## config.mk

```make
export PLATFORM = sky130hd
export DESIGN_NAME = uart_link_ctrl
export DESIGN_NICKNAME = d
export VERILOG_FILES = /design/src/rtl/uart_link_ctrl.sv
export SDC_FILE = /design/constraint.sdc
export NUM_CORES = 2
export LEC_CHECK = 0
export BUFFER_PORTS_ARGS = -buffer_cell sky130_fd_sc_hd__buf_4
export CAP_MARGIN = 30
export CORE_MARGIN = 2
export CORE_UTILIZATION = 64
export CTS_BUF_LIST = sky130_fd_sc_hd__clkbuf_4
export CTS_CLUSTER_SIZE = 20
export DETAILED_ROUTE_END_ITERATION = 8
export PLACE_DENSITY = 0.92
export SKIP_CTS_REPAIR_TIMING = 1
export SLEW_MARGIN = 20
export SYNTH_ARGS = -nofsm -noshare
export SYNTH_HDL_FRONTEND = slang
export SYNTH_SLANG_ARGS = --single-unit
```

## constraint.sdc

```tcl
create_clock -name clock -period 4.27 [get_ports clock]
set_input_delay 0.6405 -clock clock [delete_from_list [all_inputs] [get_ports clock]]
set_output_delay 0.6405 -clock clock [all_outputs]
set_load 0.05 [all_outputs]
```

## src/rtl/uart_link_ctrl.sv

```systemverilog
// Link sequencer between the UART byte interface and the miner core: frames received
// bytes into a block header and serialises found nonces as framed 5-byte reports.
module uart_link_ctrl #(
    parameter logic [7:0] SYNC_RX        = 8'hA5,
    parameter logic [7:0] SYNC_TX        = 8'h5A,
    parameter int         HEADER_BYTES   = 80,
    parameter int         TIMEOUT_CYCLES = 5000000
) (
    input  logic                        clock,
    input  logic                        reset,
    input  logic                        rx_rdy,
    input  logic [7:0]                  rx_data,
    output logic                        rdy_clr,
    input  logic                        tx_busy,
    output logic [7:0]                  tx_din,
    output logic                        tx_wr_en,
    input  logic                        nonce_found,
    input  logic [31:0]                 nonce_in,
    output logic [8*HEADER_BYTES-1:0]   header_data,
    output logic                        header_valid,
    output logic [15:0]                 rx_err_count,
    output logic [15:0]                 tx_drop_count
);

    localparam int HDR_W = 8 * HEADER_BYTES;
    localparam int IDX_W = (HEADER_BYTES > 1) ? $clog2(HEADER_BYTES) : 1;
    localparam int TO_W  = $clog2(TIMEOUT_CYCLES + 1);

    typedef enum logic [0:0] {R_IDLE = 1'b0, R_DATA = 1'b1} rx_state_t;
    typedef enum logic [1:0] {T_IDLE = 2'd0, T_LOAD = 2'd1, T_STROBE = 2'd2, T_WAIT = 2'd3} tx_state_t;

    function automatic logic [15:0] sat_inc(input logic [15:0] v);
        sat_inc = (v == 16'hFFFF) ? v : v + 16'd1;
    endfunction

    function automatic logic [7:0] msg_byte(input logic [39:0] msg, input logic [2:0] idx);
        case (idx)
            3'd0:    msg_byte = msg[39:32];
            3'd1:    msg_byte = msg[31:24];
            3'd2:    msg_byte = msg[23:16];
            3'd3:    msg_byte = msg[15:8];
            3'd4:    msg_byte = msg[7:0];
            default: msg_byte = 8'h00;
        endcase
    endfunction

    rx_state_t          rx_state_r;
    logic               armed_off_r;
    logic               rdy_clr_r;
    logic               take_s;
    logic [IDX_W-1:0]   idx_r;
    logic [TO_W-1:0]    gap_r;
    logic [HDR_W-1:0]   shadow_r;
    logic               commit_r;
    logic [HDR_W-1:0]   header_data_r;
    logic               header_valid_r;
    logic [15:0]        rx_err_r;

    tx_state_t          tx_state_r;
    logic               pend_full_r;
    logic [31:0]        pend_r;
    logic               pop_s;
    logic [39:0]        msg_r;
    logic [2:0]         cnt_r;
    logic               guard_r;
    logic [7:0]         tx_din_r;
    logic               tx_wr_en_r;
    logic [15:0]        drop_r;

    // A byte is consumed once per rx_rdy assertion; re-arm only after rx_rdy drops.
    assign take_s = rx_rdy & ~armed_off_r;
    assign pop_s  = (tx_state_r == T_IDLE) & pend_full_r;

    // Receive handshake: one-cycle clear pulse and re-arm tracking
    always_ff @(posedge clock) begin
        if (reset) begin
            armed_off_r <= 1'b0;
            rdy_clr_r   <= 1'b0;
        end else begin
            rdy_clr_r <= take_s;
            if (take_s) begin
                armed_off_r <= 1'b1;
            end else if (!rx_rdy) begin
                armed_off_r <= 1'b0;
            end
        end
    end

    // Receive framer: sync hunt, payload capture, inter-byte timeout, header commit
    always_ff @(posedge clock) begin
        if (reset) begin
            rx_state_r     <= R_IDLE;
            idx_r          <= '0;
            gap_r          <= '0;
            shadow_r       <= '0;
            commit_r       <= 1'b0;
            header_data_r  <= '0;
            header_valid_r <= 1'b0;
            rx_err_r       <= 16'h0000;
        end else begin
            commit_r       <= 1'b0;
            header_valid_r <= commit_r;
            if (commit_r) begin
                header_data_r <= shadow_r;
            end
            case (rx_state_r)
                R_IDLE: begin
                    gap_r <= '0;
                    if (take_s && (rx_data == SYNC_RX)) begin
                        idx_r      <= '0;
                        rx_state_r <= R_DATA;
                    end
                end
                R_DATA: begin
                    if (take_s) begin
                        gap_r <= '0;
                        for (int i = 0; i < HEADER_BYTES; i++) begin
                            if (idx_r == IDX_W'(i)) begin
                                shadow_r[HDR_W-1-8*i -: 8] <= rx_data;
                            end
                        end
                        if (idx_r == IDX_W'(HEADER_BYTES - 1)) begin
                            commit_r   <= 1'b1;
                            rx_state_r <= R_IDLE;
                        end else begin
                            idx_r <= idx_r + IDX_W'(1);
                        end
                    end else if (gap_r == TO_W'(TIMEOUT_CYCLES)) begin
                        rx_err_r   <= sat_inc(rx_err_r);
                        rx_state_r <= R_IDLE;
                    end else begin
                        gap_r <= gap_r + TO_W'(1);
                    end
                end
                default: rx_state_r <= R_IDLE;
            endcase
        end
    end

    // Single-entry nonce slot; a write is allowed in the same cycle the sender empties it
    always_ff @(posedge clock) begin
        if (reset) begin
            pend_full_r <= 1'b0;
            pend_r      <= 32'h0000_0000;
            drop_r      <= 16'h0000;
        end else if (nonce_found && (!pend_full_r || pop_s)) begin
            pend_r      <= nonce_in;
            pend_full_r <= 1'b1;
        end else begin
            if (nonce_found) begin
                drop_r <= sat_inc(drop_r);
            end
            if (pop_s) begin
                pend_full_r <= 1'b0;
            end
        end
    end

    // Transmit sequencer: byte load, write strobe, busy-guarded wait
    always_ff @(posedge clock) begin
        if (reset) begin
            tx_state_r <= T_IDLE;
            msg_r      <= 40'h00_0000_0000;
            cnt_r      <= 3'd0;
            guard_r    <= 1'b0;
            tx_din_r   <= 8'h00;
            tx_wr_en_r <= 1'b0;
        end else begin
            case (tx_state_r)
                T_IDLE: begin
                    tx_wr_en_r <= 1'b0;
                    if (pop_s) begin
                        msg_r      <= {SYNC_TX, pend_r};
                        cnt_r      <= 3'd0;
                        tx_state_r <= T_LOAD;
                    end
                end
                T_LOAD: begin
                    tx_din_r   <= msg_byte(msg_r, cnt_r);
                    tx_wr_en_r <= 1'b1;
                    tx_state_r <= T_STROBE;
                end
                T_STROBE: begin
                    tx_wr_en_r <= 1'b0;
                    guard_r    <= 1'b1;
                    tx_state_r <= T_WAIT;
                end
                T_WAIT: begin
                    tx_wr_en_r <= 1'b0;
                    // The UART may not have raised busy yet on the first wait cycle.
                    if (guard_r) begin
                        guard_r <= 1'b0;
                    end else if (!tx_busy) begin
                        if (cnt_r < 3'd4) begin
                            cnt_r      <= cnt_r + 3'd1;
                            tx_state_r <= T_LOAD;
                        end else begin
                            tx_state_r <= T_IDLE;
                        end
                    end
                end
                default: begin
                    tx_wr_en_r <= 1'b0;
                    tx_state_r <= T_IDLE;
                end
            endcase
        end
    end

    assign rdy_clr       = rdy_clr_r;
    assign header_data   = header_data_r;
    assign header_valid  = header_valid_r;
    assign rx_err_count  = rx_err_r;
    assign tx_din        = tx_din_r;
    assign tx_wr_en      = tx_wr_en_r;
    assign tx_drop_count = drop_r;

endmodule

```

Word-level counts from Yosys, hierarchy flattened --
Index checks and enable logic that the tools add are counted.
Word-level totals: output and inout port bits 683, bits in registers 1428, word-level logic and storage cells 339, bits of input ports 45
Operators by class: bitwise gates (word level) 8, order comparisons 1, eq/ne operators 99, add/subtract/negate cells 5, reductions and logical operators 98, multiplexer cells 30
Operators with widths (number):
- AND reduction 3 bit | 83
- == test 7 x 6 -> 1 bit, second input constant | 32
- == test 7 x 5 -> 1 bit, second input constant | 16
- == test 7 bit, second input constant | 16
- == test 7 x 4 -> 1 bit, second input constant | 8
- two-way mux 23 bit | 2
- one-hot mux 23 bit (2 select lines) | 1
- one-hot mux 8 bit (5 select lines) | 1
- adder 16 x 1 -> 16 bit, second input constant | 2
- == test 16 bit, second input constant | 2
- == test 7 x 3 -> 1 bit, second input constant | 4
- adder 23 x 1 -> 23 bit, second input constant | 1
- == test 23 bit, second input constant | 1
- two-way mux 7 bit | 3
- == test 7 x 2 -> 1 bit, second input constant | 2
- one-hot mux 7 bit (2 select lines) | 1
- two-way mux 3 bit | 4
- != test 2 bit, second input constant | 6
- two-way mux 1 bit | 10
- == test 8 bit, second input constant | 1
- one-hot mux 2 bit (4 select lines) | 1
- adder 7 x 1 -> 7 bit, second input constant | 1
- == test 7 x 1 -> 1 bit, second input constant | 1
- zero test 7 bit | 1
- other kinds (24) | 41

Longest topological paths before layout --
depth in word-level cells 6, mapped depth 9, gate-level depth less buffers 8

Worst setup path before layout --
No wires, ideal clock.
path type register to register, start reg rx_err_r[0], in the netlist rx_err_count[0], end reg rx_err_r[11], in the netlist rx_err_count[11], stages on the path, launching flop included 9, setup slack 1813 ps, buffers on the path 1, clock period less this slack 2457 ps, library setup time 121 ps, required time 4149 ps, data arrival time 2336 ps, cell sequence dfxtp_1 > ha_1 > nand3_1 > or2_1 > or4_4 > buf_6 > nand2_4 > nor3_2 > mux2_4
Between the ends: longest elaborated chain between the ends 3, elaborated cells between the ends (all ways) 4, those cells by class add/sub: 1; eq/ne: 1; bitwise: 1; reduce/logical: 1
Ends and longest elaborated chain:
- start, declared | line 57 | logic [15:0] rx_err_r;
- start signal, assigned | line 129 | rx_err_r <= sat_inc(rx_err_r);
- parallel branches: the longest is 3 deep, another holds adder 16 x 1 -> 16 bit
Parallel ways; which one is timed is not known. A chain may end at the register's enable or synchronous reset.

Final worst setup path --
start reg header_data_r[104], in the netlist header_data[104], end out header_data[104]
RTL lines:
- start, declared | line 55 | logic [HDR_W-1:0] header_data_r;
- start signal, assigned | line 104 | header_data_r <= shadow_r;
- end, declared | line 19 | output logic [8*HEADER_BYTES-1:0] header_data,
No word-level cell between the ends.

==> metrics.cfg <==
[worst_setup_path]
crit_chain = buf_4
r2r-start = idx_r[2]
critical_path_buf_inv_count = 1
crit_type = register to output port
reg2reg_slack_ns = 1.61
crit_fanout = 2
end_kind = output port
crit_start = header_data[104]
critPathTopFamily = flip-flops
critPathLaunchType = register
cp.arrival_ns = 2.05
max_stage_delay_ns = 0.65
worstPathRequired_ns = 3.63
critPathSlowestCell = dfxtp_1

[power_and_ir_drop]
p_leak_nw = 22.8
power.internal_w = 0.0190
swShare_pct = 24.7
p_seq_share_pct = 53.3
p_sw_w = 0.00622
ir_drop_mv = 0.332
power.density_mw_per_mm2 = 405
comb_power_share_pct = 3.6
clockPowerShare_pct = 43.1

[placed_design]
gp_congestion = 0.869
port_buffers = 727
dp_hpwl_mm = 100
dpl_cell_area_mm2 = 0.0577

[die]
fp.dieW_um = 288
ios = 728
core-area_mm2 = 0.0803
initial_core_util_pct = 64.5
rows = 104
die_area_mm2 = 0.0832
die_h_um = 288

[global_route]
grt_pass1_vias = 46298
overflow = 0
gr-usage-all-layers_pct = 39.1
grt_start_max_net_pins = 145
antenna_found_initial = 4
grt_pass1_wl_mm = 254

[layout]
layout_common_cells = dfxtp_1, nand2_1, buf_4, nor2_1, a21oi_1
layout.nets = 6573
nFillCells = 4574
final_common_cell = dfxtp_1
area_growth_pct = 20.2
design_area_mm2 = 0.0622
drive_gt1_share_pct = 20.4

[logic_synthesis]
syn_area_mm2 = 0.0518
syn_area_per_cell_um2 = 8.96
synth_edf_count = 0
syn_inst = 5780
synth_fp_nets = 5843
synth_top_area_share_pct = 55.2
netlist_top_cells_area = dfxtp_1, mux2i_1, a21oi_1
yosysSeqAreaShare_pct = 55.2
synth_ff_type = dfxtp_1
synth-seq-cells = 1428
ys_warn_count = 0
ys_async_sr_fraction_pct = 0
synth_cell_types = 55
synth_top_area_cell = dfxtp_1

[route]
drt_iter0_markers = 5688
via_per_inst = 6.19
drt-pass1-iter-count = 9
wirelength_met1_mm = 59.3
wirelength_mm = 176
routed.top_layer = met5
num_vias = 48271
route.met3.wl_mm = 22.1
drcViolationCount = 27
wl_per_cell_um = 22.6
routed-wl-met2_mm = 80.4
ant_nets = 0

[clocking]
clock_latency_ns = 1.21
clk_pin_slew_worst_paths_ns = 0.07
clock_sinks = 1428
numCtsBuffers = 352
clockRootBuffer = clkbuf_4
clockBufferDepth = 4
h-tree-depth = 5
cts_tree = yes

[outcome]
outcome = complete, but fails checks
violations = DRC

[timing]
fin_crit_sh_pct = 62.9
rsz0062_at_grt = false
skew_ns = 0.194
tns_ns = 0
worst_slew_margin_rel_pct = 28.7
fmax_mhz = 372
hold_viol_final = 0
finalCriticalPeriod_ns = 2.69
slew_violations = 0
worst_slew_pin_slew_ns = 1.07
setup_viol = 0

[flow_run]
max-cap-violations = 0

[min_path]
min-delay-start = reset
hold_class = primary input to register

cells by family after synthesis:
family                   Yosys count  share of synthesized area, %
multiplexers                     664                          12.8
flip-flops                      1428                          55.2
buffers and inverters            494                          3.71
adder cells (fa/ha/maj)           18                         0.435
XOR/XNOR                          48                         0.812
AO/OA/AOI/OAI                    752                          7.45
AND/OR/NAND/NOR                 2376                          19.6
per-layer routing:
| layer | track usage, % | vias up |
|---|---|---|
| met1 | 44.6 | 22614 |
| met5 | 0 | - |
| met4 | 29.2 | 4 |
| met2 | 61.5 | 3615 |
| li1 | - | 21060 |
| met3 | 12.7 | 978 |
final timing paths:
kind	to	depth (start not counted)
setup / recovery	header_data[104]	1
hold / removal	header_data[0]	2
setup reg to reg	shadow_r[583]	6
hold reg to reg	header_data[410]	2
flip-flops by register name, summed over array words and instances (netlist names):
register / count
rx_state_r: 1
msg_r: 33
cnt_r: 3
pend_full_r: 1
armed_off_r: 1
idx_r: 7
rdy_clr: 1
tx_wr_en: 1
commit_r: 1
guard_r: 1
rx_err_count: 16
header_data: 640
tx_state_r: 2
gap_r: 23
shadow_r: 640
tx_din: 8
header_valid: 1
pend_r: 32
tx_drop_count: 16
power groups by stage:
stage | Combinational, W | Clock (W) | Sequential [W]
floorplan | 0.000509 | 0 | 0.0137
global placement | 0.000777 | 0 | 0.0137
detailed placement | 0.000797 | 0 | 0.0137
CTS | 0.000805 | 0.0108 | 0.0134
global route | 0.000941 | 0.0116 | 0.0134
finish | 0.000909 | 0.0108 | 0.0134
cell usage after synthesis, drive strengths merged (3+ instances only):
cell / number
a21oi: 708
a222oi: 4
a22oi: 6
a32oi: 8
and2: 15
and3: 15
and4bb: 3
buf: 120
clkbuf: 356
dfxtp: 1428
ha: 18
inv: 18
mux2i: 662
nand2: 879
nand2b: 3
nand3: 629
nand3b: 3
nand4: 17
nor2: 755
nor2b: 16
nor3: 12
nor4: 6
nor4b: 5
o21ai: 16
or3: 5
xnor2: 22
xor2: 26
layout make-up:
type	instances	area, um^2	share of cell area [%]
sequential	1428	28600	45.9
multi-input combinational	3858	21300	34.3
timing repair buffer	852	6810	10.9
clock buffer	497	3730	5.99
tap	1060	1330	2.13
clock inverter	79	367	0.589
inverter	18	67.6	0.109
antenna	5	12.5	0.0201
metrics by stage:
stage	hold slack [ns]	power, W	utilization (%)	instances	worst slack [ns]
floorplan	0.432	0.0142	-	5780	1.81
global placement	0.439	0.0145	71.8	7171	1.64
detailed placement	0.442	0.0145	71.8	7172	1.55
CTS	-0.346	0.0251	76.9	7748	1.69
global route	0.0233	0.0260	77.5	7794	1.51
finish	0.0668	0.0252	77.5	7797	1.58
Note: power is estimated with default switching activity, not from simulation.
